===== config.mk =====
export PLATFORM = sky130hd
export DESIGN_NAME = udp_oe_tx_packetizer
export DESIGN_NICKNAME = d
export VERILOG_FILES = /design/src/rtl/udp_oe_tx_packetizer.sv
export SDC_FILE = /design/constraint.sdc
export NUM_CORES = 1
export LEC_CHECK = 0
export CAP_MARGIN = 20
export CORE_AREA = 5 5 188 208
export DETAILED_ROUTE_END_ITERATION = 6
export DIE_AREA = 0 0 193 213
export PLACE_DENSITY = 0.95
export SLEW_MARGIN = 20
export SYNTH_ARGS = -nofsm -noshare
export SYNTH_HDL_FRONTEND = slang
export SYNTH_SLANG_ARGS = --single-unit

===== constraint.sdc =====
create_clock -name clk -period 18.2 [get_ports clk]
set_input_delay 4.55 -clock clk [delete_from_list [all_inputs] [get_ports clk]]
set_output_delay 4.55 -clock clk [all_outputs]
set_load 0.02 [all_outputs]

===== src/rtl/udp_oe_tx_packetizer.sv =====
// udp_oe_tx_packetizer: per-channel UDP/IPv4/Ethernet TX framer.
// Splits a 64-bit payload stream into fixed-size packets behind a 42-byte header.
// Ports: clk, rst (sync, active high), tx_rst (channel soft reset, same effect);
//   CSR inputs fpga_/host_ mac/ip/udp_port, payload_per_packet, checksum_ip;
//   s_t* payload AXI-S slave; m_t* frame AXI-S master; pkt_count, cfg_err.
// Optional: define UDP_OE_TX_STATS_EN for tx_byte_count / tx_stall_cycles.
module udp_oe_tx_packetizer #(
  parameter int          MAX_PAYLOAD = 1472,
  parameter logic [7:0]  TTL         = 8'h40
) (
  input  logic        clk,
  input  logic        rst,
  input  logic        tx_rst,
  input  logic [47:0] fpga_mac_adr,
  input  logic [31:0] fpga_ip_adr,
  input  logic [15:0] fpga_udp_port,
  input  logic [47:0] host_mac_adr,
  input  logic [31:0] host_ip_adr,
  input  logic [15:0] host_udp_port,
  input  logic [15:0] payload_per_packet,
  input  logic [15:0] checksum_ip,
  input  logic [63:0] s_tdata,
  input  logic        s_tvalid,
  output logic        s_tready,
  output logic [63:0] m_tdata,
  output logic [7:0]  m_tkeep,
  output logic        m_tvalid,
  output logic        m_tlast,
  input  logic        m_tready,
  output logic [31:0] pkt_count,
  output logic        cfg_err
`ifdef UDP_OE_TX_STATS_EN
  ,
  output logic [47:0] tx_byte_count,
  output logic [31:0] tx_stall_cycles
`endif
);

  localparam logic [15:0] MAXP = 16'(MAX_PAYLOAD);

  typedef enum logic [2:0] {
    S_IDLE, S_CALC, S_HDR, S_MIX, S_TAIL
  } state_t;

  state_t        r_state;
  logic [319:0]  r_hdr;
  logic [7:0]    r_cnt;
  logic [7:0]    r_nw;
  logic [15:0]   r_held;
  logic [63:0]   r_m_tdata;
  logic [7:0]    r_m_tkeep;
  logic          r_m_tvalid;
  logic          r_m_tlast;
  logic [31:0]   r_pkt_count;
  logic          r_cfg_err;

  logic          w_rst;
  logic          w_ld;
  logic [15:0]   w_p8;
  logic [15:0]   w_pe;
  logic          w_adj;
  logic [15:0]   w_ip_len;
  logic [15:0]   w_udp_len;
  logic [15:0]   w_ip_id;
  logic [17:0]   w_sum;
  logic [16:0]   w_f1;
  logic [15:0]   w_f2;
  logic [15:0]   w_csum;
  logic [319:0]  w_hdr;
  logic [7:0]    w_nw;

  // Header is held big-endian; each wire word needs byte 0 in [7:0].
  function automatic logic [63:0] f_bswap(input logic [63:0] d);
    for (int k = 0; k < 8; k++)
      f_bswap[8*k +: 8] = d[63-8*k -: 8];
  endfunction

  assign w_rst = rst | tx_rst;
  assign w_ld  = !r_m_tvalid | m_tready;

  assign s_tready  = (r_state == S_MIX) & w_ld;
  assign m_tdata   = r_m_tdata;
  assign m_tkeep   = r_m_tkeep;
  assign m_tvalid  = r_m_tvalid;
  assign m_tlast   = r_m_tlast;
  assign pkt_count = r_pkt_count;
  assign cfg_err   = r_cfg_err;

  assign w_p8 = {payload_per_packet[15:3], 3'b000};

  always_comb begin
    w_pe = w_p8;
    if (w_p8 < 16'd8)
      w_pe = 16'd8;
    else if (w_p8 > MAXP)
      w_pe = MAXP;
  end

  assign w_adj     = (w_pe != payload_per_packet);
  assign w_ip_len  = 16'd28 + w_pe;
  assign w_udp_len = 16'd8 + w_pe;
  assign w_ip_id   = r_pkt_count[15:0];
  assign w_nw      = w_pe[10:3];

  // End-around carry: two folds always absorb an 18-bit sum.
  assign w_sum  = {2'b00, checksum_ip} + {2'b00, w_ip_len}
                + {2'b00, w_ip_id};
  assign w_f1   = {1'b0, w_sum[15:0]} + {15'd0, w_sum[17:16]};
  assign w_f2   = w_f1[15:0] + {15'd0, w_f1[16]};
  assign w_csum = ~w_f2;

  assign w_hdr = {
    host_mac_adr, fpga_mac_adr, 16'h0800,
    16'h4500, w_ip_len, w_ip_id, 16'h4000,
    TTL, 8'h11, w_csum, fpga_ip_adr, host_ip_adr,
    fpga_udp_port, host_udp_port, w_udp_len
  };

  always_ff @(posedge clk) begin
    if (w_rst) begin
      r_state     <= S_IDLE;
      r_hdr       <= '0;
      r_cnt       <= '0;
      r_nw        <= '0;
      r_held      <= '0;
      r_m_tdata   <= '0;
      r_m_tkeep   <= '0;
      r_m_tvalid  <= 1'b0;
      r_m_tlast   <= 1'b0;
      r_pkt_count <= '0;
      r_cfg_err   <= 1'b0;
    end else begin
      if (w_ld) begin
        r_m_tvalid <= 1'b0;
        r_m_tlast  <= 1'b0;
      end
      case (r_state)
        S_IDLE: begin
          if (s_tvalid)
            r_state <= S_CALC;
        end
        S_CALC: begin
          r_hdr   <= w_hdr;
          r_nw    <= w_nw;
          r_cnt   <= '0;
          r_held  <= '0;
          if (w_adj)
            r_cfg_err <= 1'b1;
          r_state <= S_HDR;
        end
        S_HDR: begin
          if (w_ld) begin
            r_m_tdata  <= f_bswap(r_hdr[319:256]);
            r_m_tkeep  <= 8'hFF;
            r_m_tvalid <= 1'b1;
            r_hdr      <= {r_hdr[255:0], 64'h0};
            if (r_cnt == 8'd4) begin
              r_cnt   <= '0;
              r_state <= S_MIX;
            end else begin
              r_cnt <= r_cnt + 8'd1;
            end
          end
        end
        S_MIX: begin
          // Two-byte skew: UDP csum (0) leads, then each word's top
          // two bytes spill into the next output word.
          if (w_ld && s_tvalid) begin
            r_m_tdata  <= {s_tdata[47:0], r_held};
            r_m_tkeep  <= 8'hFF;
            r_m_tvalid <= 1'b1;
            r_held     <= s_tdata[63:48];
            if (r_cnt == r_nw - 8'd1)
              r_state <= S_TAIL;
            else
              r_cnt <= r_cnt + 8'd1;
          end
        end
        S_TAIL: begin
          if (r_m_tvalid && r_m_tlast && m_tready) begin
            r_pkt_count <= r_pkt_count + 32'd1;
            r_state     <= S_IDLE;
          end else if (w_ld) begin
            r_m_tdata  <= {48'h0, r_held};
            r_m_tkeep  <= 8'h03;
            r_m_tvalid <= 1'b1;
            r_m_tlast  <= 1'b1;
          end
        end
        default: r_state <= S_IDLE;
      endcase
    end
  end

`ifdef UDP_OE_TX_STATS_EN
  logic [47:0] r_byte_cnt;
  logic [31:0] r_stall_cnt;
  logic [48:0] w_bsum;

  assign w_bsum = {1'b0, r_byte_cnt}
                + 49'($countones(r_m_tkeep));

  assign tx_byte_count   = r_byte_cnt;
  assign tx_stall_cycles = r_stall_cnt;

  always_ff @(posedge clk) begin
    if (w_rst) begin
      r_byte_cnt  <= '0;
      r_stall_cnt <= '0;
    end else begin
      if (r_m_tvalid && m_tready)
        r_byte_cnt <= w_bsum[48] ? '1 : w_bsum[47:0];
      if (r_m_tvalid && !m_tready && (r_stall_cnt != '1))
        r_stall_cnt <= r_stall_cnt + 32'd1;
    end
  end
`endif

endmodule


Yosys cells after proc, flatten, opt, wreduce, memory -nomap -nowiden
Cells that the tools add are included.
{ "op_classes": {"add_sub_neg": 9, "n_lt_le_gt_ge": 2, "n_eq_ne": 16, "mux": 37, "n_bitwise": 4, "reduce_logical": 16} }
{ "op_table": {"columns": ["operator", "count"], "rows": [
  ["$pmux 320 s2", 1],
  ["$mux 320", 1],
  ["$mux 64", 4],
  ["$pmux 64 s3", 1],
  ["$mux 8", 8],
  ["$mux 16", 3],
  ["$pmux 8 s3", 2],
  ["$add 32x1->32 const B", 1],
  ["$pmux 16 s2", 1],
  ["$add 17x16->18", 1],
  ["$mux 3", 6],
  ["$add 16x16->17", 1],
  ["$add 16x2->17", 1],
  ["$add 16x1->16", 1],
  ["$add 4x16->16 const A", 1],
  ["$add 5x16->16 const A", 1],
  ["$gt 16x11->1 const B", 1],
  ["$lt 16x4->1 const B", 1],
  ["$ne 16x16->1", 1],
  ["$not 16->16", 1],
  ["$pmux 3 s5", 1],
  ["$ne 2x2->1 const B", 7],
  ["$add 8x1->8 const B", 1],
  ["$eq 8x3->1 const B", 1],
  ["19 further kinds", 36]
]} }
{ "word_totals": {"ff_bits": 462, "in_bits": 293, "out_inout_bits": 108, "word_cells": 95} }

Logic depth before layout (Yosys ltp)
Gate-level depths: netlist of the first run.
{ "logic_depth": {"depth_word": 10, "ltp_mapped": 38} }

Least setup slack after synthesis of the first run
No wires, ideal clock.
{ "synth_timing": {"kind": "input -> register", "startpoint": "input payload_per_packet[6]", "endpoint": "register r_hdr[124]", "arrival_ps": 11573, "slack_ps": 6496, "stages": 37, "cell_sequence": "clkbuf_1 > and3_1 > clkbuf_1 > nand2_1 > a31oi_1 > a21oi_1 > ha_1 > or3_1 > a21boi_0 > fa_1 > ha_1 > buf_1 > nand3_1 > o211ai_1 > a21oi_1 > a21oi_1 > o21ai_0 > a21oi_1 > o21ai_0 > nor2b_1 > xnor2_1 > ha_1 > fa_1 > nor2b_1 > and2_1 > nand3_1 > or4_4 > nor4_1 > ha_1 > ha_1 > nand2_1 > nor2_1 > and2_1 > and4bb_4 > o211ai_2 > xnor2_1 > o22ai_1"} }
{ "synth_between": {"elab_chain_len": 10, "elab_cells_between_ends": 11, "cone_classes": "5 x add/sub; 2 x order compare; 3 x mux; 1 x bitwise"} }
{ "synth_lines": {"columns": ["element", "line", "text"], "rows": [
  ["start, declared", "20", "input logic [15:0] payload_per_packet,"],
  ["$gt 16x11->1", "95", "else if (w_p8 > MAXP)"],
  ["$mux 16", "95", null],
  ["$mux 16 *", "93", "if (w_p8 < 16'd8)"],
  ["$add 5x16->16 *", "100", "assign w_ip_len = 16'd28 + w_pe;"],
  ["$add 16x16->17 *", "106", "assign w_sum = {2'b00, checksum_ip} + {2'b00, w_ip_len}"],
  ["$add 17x16->18 *", "107", "+ {2'b00, w_ip_id};"],
  ["$add 16x2->17 *", "108", "assign w_f1 = {1'b0, w_sum[15:0]} + {15'd0, w_sum[17:16]};"],
  ["$add 16x1->16 *", "109", "assign w_f2 = w_f1[15:0] + {15'd0, w_f1[16]};"],
  ["$not 16->16 *", "110", "assign w_csum = ~w_f2;"],
  ["$pmux 320 s2 *", "137", "case (r_state)"],
  ["end signal, assigned", "143", "r_hdr <= w_hdr;"],
  ["end signal, assigned", "156", "r_hdr <= {r_hdr[255:0], 64'h0};"],
  ["end, declared", "46", "logic [319:0] r_hdr;"]
]} }
Mark *: on every way between the ends. The rest lies on a longest branch, timed or not.
A chain may end at the register's enable or synchronous reset.

Worst setup path after layout of the first run
{ "layout_timing": {"startpoint": "input payload_per_packet[9]", "endpoint": "register r_hdr[124]"} }
The elaborated chain is that of the path after synthesis.

==> results of run 1 <==
cell families (layout without fill, tap and decap cells):
logic type                 Yosys count  in the layout  synth area share, %
other                                1             14               0.0186
DFF                                453            453                 44.9
xor gates and xnor gates            82             82                 3.71
buffers and inverters              238            525                 4.61
muxes                               18             18                0.893
and+or+nand+nor                   1018           1018                 22.0
AOI/OAI and AO/OA                  624            624                 20.7
adders and majority gates           43             43                 3.22
state kept, by name, indices dropped and copies added (netlist names), named ones only:
name	cells
m_tvalid	1
m_tdata	64
pkt_count	32
cfg_err	1
r_held	16
r_hdr	317
r_nw	8
m_tkeep	2
r_state	3
r_cnt	8
layer usage:
metal | global-route usage [%] | wire length (µm) | up-vias
met5 | 0 | 114 | -
met4 | 16.2 | 4120 | 16
met3 | 7.41 | 6480 | 264
met2 | 50.6 | 31200 | 1074
met1 | 36.8 | 24700 | 9364
li1 | - | - | 9238
how the worst max path moves through the flow:
stage | start | to | slack [ns] | cells past startpoint
detailed placement | payload_per_packet[9] | r_hdr[124] | 5.07 | 36
finish | payload_per_packet[9] | r_hdr[124] | 5.52 | 36
global placement | payload_per_packet[9] | r_hdr[124] | 5.46 | 36
CTS | payload_per_packet[9] | r_hdr[124] | 5.64 | 36
floorplan | payload_per_packet[6] | r_hdr[124] | 6.50 | 37
global route | payload_per_packet[9] | r_hdr[124] | 4.91 | 36
metrics by stage:
step,std cells,util [%],power [mW],setup slack (ns)
after floorplan,2481,-,1.20,6.50
after global placement,3182,65.8,1.31,5.46
after detailed placement,3182,65.8,1.32,5.07
after CTS,3261,69.9,2.25,5.64
after global routing,3269,70.1,2.33,4.91
final,3271,70.1,2.25,5.52
cell type report:
type	instances	area [µm²]
Timing Repair Buffer	420	4180
Clock buffer	67	1360
Fill cell	2680	11000
Inverter	26	97.6
Clock inverter	12	148
Multi-Input combinational cell	1790	10300
Sequential cell	453	9070
Tap cell	494	618
Antenna cell	9	22.5
power groups by stage:
| stage | sequential (mW) | clock, mW | combinational, mW |
|---|---|---|---|
| floorplan | 1.04 | 0 | 0.161 |
| global placement | 1.04 | 0 | 0.269 |
| detailed placement | 1.05 | 0 | 0.276 |
| CTS | 1.02 | 0.952 | 0.279 |
| global route | 1.03 | 0.996 | 0.305 |
| finish | 1.02 | 0.947 | 0.283 |
cell usage after synthesis, drive strengths merged, types with 3 or more instances:
cell,instances,area [µm²]
a211oi,68,523
a21o,6,45.0
a21oi,255,1280
a221oi,4,35.0
a22oi,127,953
a311oi,100,876
a31oi,7,43.8
and2,8,50.1
and3,19,119
and4,3,27.5
buf,35,168
clkbuf,177,664
dfxtp,453,9070
fa,15,300
ha,28,350
inv,26,97.6
mux2i,18,180
nand2,455,1710
nand2b,5,31.3
nand3,167,841
nand4,9,56.3
nor2,266,998
nor2b,8,50.1
nor3,33,180
nor3b,6,55.1
nor4,8,80.1
o2111ai,3,32.5
o211ai,5,56.3
o21ai,26,134
o22ai,7,56.3
o31a,3,27.5
or2,7,43.8
or3,13,86.3
xnor2,43,399
xor2,39,349
critical path, delay by kind of cell:
kind / cells / cell delay (ns)
AO/OA/AOI/OAI: 11 / 1.89
XOR/XNOR: 2 / 0.32
adder cells (fa/ha/maj): 7 / 2.04
buffers and inverters: 2 / 0.79
AND/OR/NAND/NOR: 14 / 3.51
==> results.yml, run 1 <==
status:
  violations: "DRC"
  status: "finished with violations"
hold_path:
  holdPathEnd: "r_hdr[198]"
  hold_path.startpoint: "r_hdr[134]"
  min_path_cells: 2
  hp-class: "reg -> reg"
sta:
  slew_violations: 0
  fin_setup_tns_ns: 0
  hold_viol: 0
  timing.fmax_mhz: 78.8
  setup_viol: 0
  tightest_slew_ns: 1.08
  period_minus_slack_ns: 12.68
  whs_ns: 0.450
  rsz0062_at_grt: "no"
  clock_skew_ns: 0.0193
  fin_crit_sh_pct: 69.7
  max-slew-margin-rel_pct: 27.6
setup_path:
  r2r-start: "pkt_count[5]"
  arrival_ns: 13.11
  cp-start-kind: "input pin"
  cpMostUsedCell: "ha_1"
  critPathCaptureType: "register"
  path_class: "in -> reg"
  crit_path_max_incr_delay_ns: 0.57
  required_ns: 18.62
  ff2ff_path_depth: 27
  r2r_slack_ns: 11.72
  worst-path-max-fanout: 16
  cp_slowest_cell: "nor4_1"
  reg2reg_to: "r_hdr[124]"
clocking:
  clock_sinks: 453
  cts.repair.resized: 0
  clock_latency_ns: 0.56
  cts_tree: "built"
  cts_max_level: 2
  cts_buffers: 45
  cts_root_buffer: "clkbuf_16"
  cts_buffer_depth: 3
  path_clk_slew_ns: 0.07
  cts_setup_buffers: 0
  hold_buffers: 0
logic_synthesis:
  yosys_register_bits: 453
  avgSynthCellArea_um2: 8.15
  synth.distinct_cells: 76
  async_reset_ff_share_pct: 0
  synth_edf_count: 0
  yosys_warnings: 0
  synthCells: 2477
  syn-cell-area_um2: 20200
  yosysSeqAreaShare_pct: 44.9
  synth_ff_type: "dfxtp_1"
power:
  switchingPower_mw: 0.560
  internal_power_mw: 1.69
  seqPwrFrac_pct: 45.4
  switching_share_pct: 24.9
  p_leak_nw: 8.68
  irDropWorstVdd_uv: 75.6
  combPwrFrac_pct: 12.5
  pwr-share-clk_pct: 42.0
  powerDensity_nw_per_um2: 87.5
global_routing:
  grt_pass1_vias: 19200
  grt_overflow: 0
  grt_usage_pct: 30.6
  grt_max_degree: 124
  antenna_found_initial: 17
  grt_pass1_wl_um: 102000
placed_design:
  place_congestion: 0.916
  io_buffers: 400
  dpl-instance-area_um2: 24200
  hpwl_um: 46500
finish:
  area.growth.synth_to_final_pct: 27.6
  design_area_um2: 25800
  nets: 3072
  drive_gt1_share_pct: 4.70
  final_cell_mix: "nand2_1 (453), dfxtp_1 (453), clkdlybuf4s50_1 (400), nor2_1 (261), a21oi_1 (255)"
route:
  drtAntennaViolNets: 0
  num_vias: 20000
  route.detailed.drc: 5
  first_pass_iters: 7
  drt-wirelength-per-cell_um: 20.4
  wirelength_um: 66600
  drt_iter0_drc: 1879
  viasPerCell: 6.10
floorplan:
  coreArea_um2: 36800
  fp-row-count: 74
  die_w_um: 193
  fp.dieH_um: 213
  dieArea_um2: 41100
  num_io_pins: 401
  initial_core_util_pct: 54.9
run:
  cap_violations: 0
Note: power is estimated with default switching activity, not from simulation.
==> inputs of run 2 (changes only) <==
- CORE_AREA: 5 5 188 208 -> 5 5 194 215
- DIE_AREA: 0 0 193 213 -> 0 0 199 220
- PLACE_DENSITY: 0.95 -> 0.92
- clock period: 18.2 -> 12.2 ns (I/O delays scaled with it)
==> run 2 against run 1 <==
Compared with the run above: the run still ends with DRC left; power grew 49%; worst setup slack lost 4.4 ns; clock power grew 49%; critical path depth is the same; first-iteration DRC count shrank 11%; critical path type unchanged; largest cell class unchanged; largest power group unchanged; highest routed layer unchanged.
==> results.yml, run 2 (synthesized netlist as in run 1, its figures left out) <==
power:
  p_leak_nw: 8.65
  powerDensity_nw_per_um2: 131
  irDropWorstVdd_uv: 115
  fin_total_pwr_mw: 3.36
floorplan:
  fp.dieH_um: 220
  dieArea_um2: 43800
  coreArea_um2: 39500
  fp-row-count: 77
  num_io_pins: 401
  initial_core_util_pct: 51.1
  die_w_um: 199
clocking:
  cts_tree: "built"
  hold_buffers: 0
  cts_buffer_depth: 3
  clock_latency_ns: 0.56
  cts.repair.resized: 0
  cts_setup_buffers: 0
  cts_root_buffer: "clkbuf_16"
  path_clk_slew_ns: 0.07
  clock_sinks: 453
  cts_max_level: 2
  cts_buffers: 45
sta:
  timing.fmax_mhz: 90.4
  setup_ws_ns: 1.13
  slew_violations: 0
  clock_skew_ns: 0.0202
  tightest_slew_ns: 1.11
  rsz0062_at_grt: "no"
  max-slew-margin-rel_pct: 26.2
  fin_setup_tns_ns: 0
  hold_viol: 0
  fin_crit_sh_pct: 90.7
  period_minus_slack_ns: 11.07
  setup_viol: 0
  whs_ns: 0.434
placed_design:
  detailedPlace.worstSlack_ns: 0.657
  place_congestion: 0.927
  io_buffers: 400
  dpl-instance-area_um2: 24200
  hpwl_um: 45500
  placedCellCount: 3201
route:
  drtAntennaViolNets: 0
  num_vias: 19700
  route.detailed.drc: 6
  viasPerCell: 5.99
  drt-wirelength-per-cell_um: 20.0
  first_pass_iters: 7
  wirelength_um: 65700
  drt_iter0_drc: 1668
global_routing:
  grt_usage_pct: 28.4
  grt_overflow: 0
  grt_max_degree: 111
  grt_pass1_wl_um: 101000
  antenna_found_initial: 11
  grt_pass1_vias: 18600
run:
  cap_violations: 0
status:
  violations: "DRC"
  status: "finished with violations"
finish:
  design_area_um2: 25700
  final_cell_mix: "nand2_1 (453), dfxtp_1 (453), clkdlybuf4s50_1 (400), nor2_1 (261), a21oi_1 (255)"
  area.growth.synth_to_final_pct: 27.5
  instances_no_fill: 3285
  drive_gt1_share_pct: 4.70
  fin_util_pct: 65.2
  registers.top_by_ff_count: "r_hdr"
  nets: 3071
  largest_reg_flops: 317
setup_path:
  arrival_ns: 11.45
  worst-path-max-fanout: 16
  path_class: "in -> reg"
  cpMostUsedCell: "ha_1"
  crit_path_max_incr_delay_ns: 0.54
  required_ns: 12.58
  cp_slowest_cell: "clkdlybuf4s50_1"
  cp-start-kind: "input pin"
  critPathCaptureType: "register"
hold_path:
  hp-class: "reg -> reg"
[run 2: critical path: cells and delay by family]
family | cells | cell delay (ns)
xor gates and xnor gates | 2 | 0.34
and+or+nand+nor | 14 | 3.36
AOI/OAI and AO/OA | 11 | 1.88
adders and majority gates | 7 | 2.03
buffers and inverters | 2 | 0.76
[run 2: per-layer routing]
metal,wire length [µm],track usage (%)
met5,94,0
met1,26400,36.6
met3,5500,6.21
met4,3540,14.7
met2,30100,44.7
[run 2: path summary, 6_finish.rpt]
path / start / endpoint / slack (ns) / cells past startpoint
max: payload_per_packet[9] / r_hdr[124] / 1.13 / 36
min: r_hdr[71] / r_hdr[135] / 0.43 / 2
max reg2reg: pkt_count[5] / r_hdr[124] / 5.62 / 27
min reg2reg: r_hdr[71] / r_hdr[135] / 0.43 / 2
[run 2: final cells by class]
cell class,instances,area (µm²)
fillers,3093,13800
multi-input cells,1790,10300
flip-flops and latches,453,9070
repair buffers,419,4150
clock buffers,61,1280
well taps,513,642
clock inverters,18,219
inverters,26,97.6
diodes,5,12.5
[run 2: report_power, final]
part / internal [mW] / switching [mW] / leakage [nW] / total [mW]
Combinational: 0.184 / 0.237 / 4.27 / 0.421
Sequential: 1.51 / 0.0198 / 3.66 / 1.53
Clock: 0.820 / 0.592 / 0.726 / 1.41
Total: 2.51 / 0.849 / 8.65 / 3.36
==> RTL change, RTL diff (config.mk and constraints of run 2) <==
Add a define of `UDP_OE_TX_STATS_EN`.
--- a/src/rtl/udp_oe_tx_packetizer.sv
+++ b/src/rtl/udp_oe_tx_packetizer.sv
@@ -5,4 +5,6 @@
 //   s_t* payload AXI-S slave; m_t* frame AXI-S master; pkt_count, cfg_err.
 // Optional: define UDP_OE_TX_STATS_EN for tx_byte_count / tx_stall_cycles.
+`define UDP_OE_TX_STATS_EN
+
 module udp_oe_tx_packetizer #(
   parameter int          MAX_PAYLOAD = 1472,
Formal check against the unedited RTL (old outputs only; new: tx_byte_count and tx_stall_cycles): no difference found for any inputs over 4 cycles, from zero or initial values; that may be too few to reach the edited logic, so the function may still have changed.
==> RTL change against run 2 <==
- synthesized area rose by 18%
- die area did not move
- cell area rose by 18%
- synthesized cell count rose by 18%
- via count rose by 20%
- sequential power rose by 17%
- sequential cell count rose by 80
- setup slack got worse by 0.44 ns
- count of clock-buffer cells in the layout rose by 13
- wire length rose by 22%
- clock skew rose by 0.0035 ns
- power rose by 15%
- cell count rose by 16%
- fmax fell by 3.8%
- critical path type unchanged
- critical endpoint is now r_hdr[126]
==> RTL change: results (changes against run 2) <==
Power
  – Max rail drop VDD: 118.0 uV (+3.0%)
  – Static leakage: 10.25 nW (+18%)

Finish
  – Fillers: 2688 (-13%)
  – Cell area after layout: 30440 sq um (+18%)
  – Final Net Count: 3600 (+17%)

Placement
  – # port buffers: 480 (+20%)
  – DP Wirelength: 55550 um (+22%)
  – RD Place Congestion: 0.9234 (-0.35%)

Synth
  – Sequential area share after synthesis: 44.66% (-0.27 points)
  – Post-synth top cells: dfxtp_1 (533), nand2_1 (490), nor2_1 (317)
  – Synth area leaders: dfxtp_1 (45%), nand2_1 (7.7%), a21oi_1 (6.3%)

Global routing
  – Initial antenna violation count: 20 (+9)
  – Largest net degree at the start of global routing: 253 (+130%)
  – Vias in the first global route: 22440 (+20%)
  – GRT Total Usage: 34.62% (+6.2 points)

Clocking
  – Skew-Pair Late Insertion Delay: 0.59 ns (+0.03 ns)
  – Num CTS Buffers: 51 (+13%)

Timing
  – Slew HR: 22.16% (-4.1 points)
  – Clock skew: 0.02365 ns (+0.003480 ns)

Critical path
  – R2R Setup Slk: 5.37 ns (-0.25 ns)
  – R2R Path Start: pkt_count[3]
  – CP Data Arrival Time: 11.95 ns (+0.50 ns)
  – R2R cell count: 29 (+7.4%)
  – Worst path max stage delay: 0.68 ns (+0.14 ns)
  – Reg2reg end: r_hdr[126]
  – CP max FO: 17 (+1)
  – Worst setup startpoint: payload_per_packet[6]

Route
  – 1st-iter DRT viols: 2403 (+44%)
  – DR pass1 iterations: 6 (-1)
  – WL/cell: 21.01 um (+5.1%)

Min path
  – Hold path start: r_hdr[65]

Outcome
  – Outcome: finished, final reports clean
RTL change: changes by cell type after synthesis, moves of 17 or more:
cell and delta:
dfxtp_1 +80, nor2_1 +51, xor2_1 +50, a21oi_1 +46, nand2_1 +35, clkbuf_1 +26, nand4_1 +22, o21ai_0 +21
xnor2_1 +21, nand3_1 +18, nor3_1 +17
RTL change: cell type report:
cell class	instances	area share, %
multi-input cells	2131	40.34
flip-flops and latches	533	35.05
clock inverters	21	0.6700
clock buffers	74	4.903
inverters	38	0.4686
well taps	513	2.109
repair buffers	498	16.31
diodes	18	0.1480
RTL change: worst min-delay path by stage:
stage	end	slack, ns
global route	r_hdr[137]	0.47
finish	r_hdr[129]	0.45
global placement	r_held[10]	0.44
CTS	r_held[11]	0.45
detailed placement	r_hdr[135]	0.44
floorplan	r_hdr[190]	0.43
RTL change: cells by family after synthesis:
group	synth area share [%]
AO/OA/AOI/OAI	19.27
AND/OR/NAND/NOR	22.03
flip-flops	44.66
buffers and inverters	4.352
multiplexers	0.9217
adder cells (fa/ha/maj)	3.299
other	0.01570
XOR/XNOR	5.462
RTL change: power by group through the flow:
stage	logic (W)	clock network [W]	registers, W
after CTS	0.000466	0.00160	0.00179
final	0.000473	0.00159	0.00179
after global routing	0.000510	0.00168	0.00180
after detailed placement	0.000461	0	0.00183
after floorplan	0.000272	0	0.00183
after global placement	0.000454	0	0.00183
RTL change: through the flow:
stage,power [W],instances
after floorplan,0.002103,2934
after global placement,0.002283,3713
after detailed placement,0.002292,3713
after CTS,0.003856,3808
after global routing,0.003986,3823
final,0.003859,3826
RTL change: layer usage:
metal / GRT usage, % / wire length, um / vias up
met2: 56.16 / 37390 / 1236
met1: 45.19 / 31150 / 11220
met5: 0 / 27 / -
li1: - / - / 10960
met4: 16.19 / 4064 / 4
met3: 5.902 / 7757 / 223
RTL change: worst max-delay path: cells and delay by family:
family / cells / cell delay [ns]
xor gates and xnor gates: 3 / 0.43
buffers and inverters: 2 / 0.97
AOI/OAI and AO/OA: 11 / 2.52
adders and majority gates: 6 / 1.74
and+or+nand+nor: 15 / 3.22
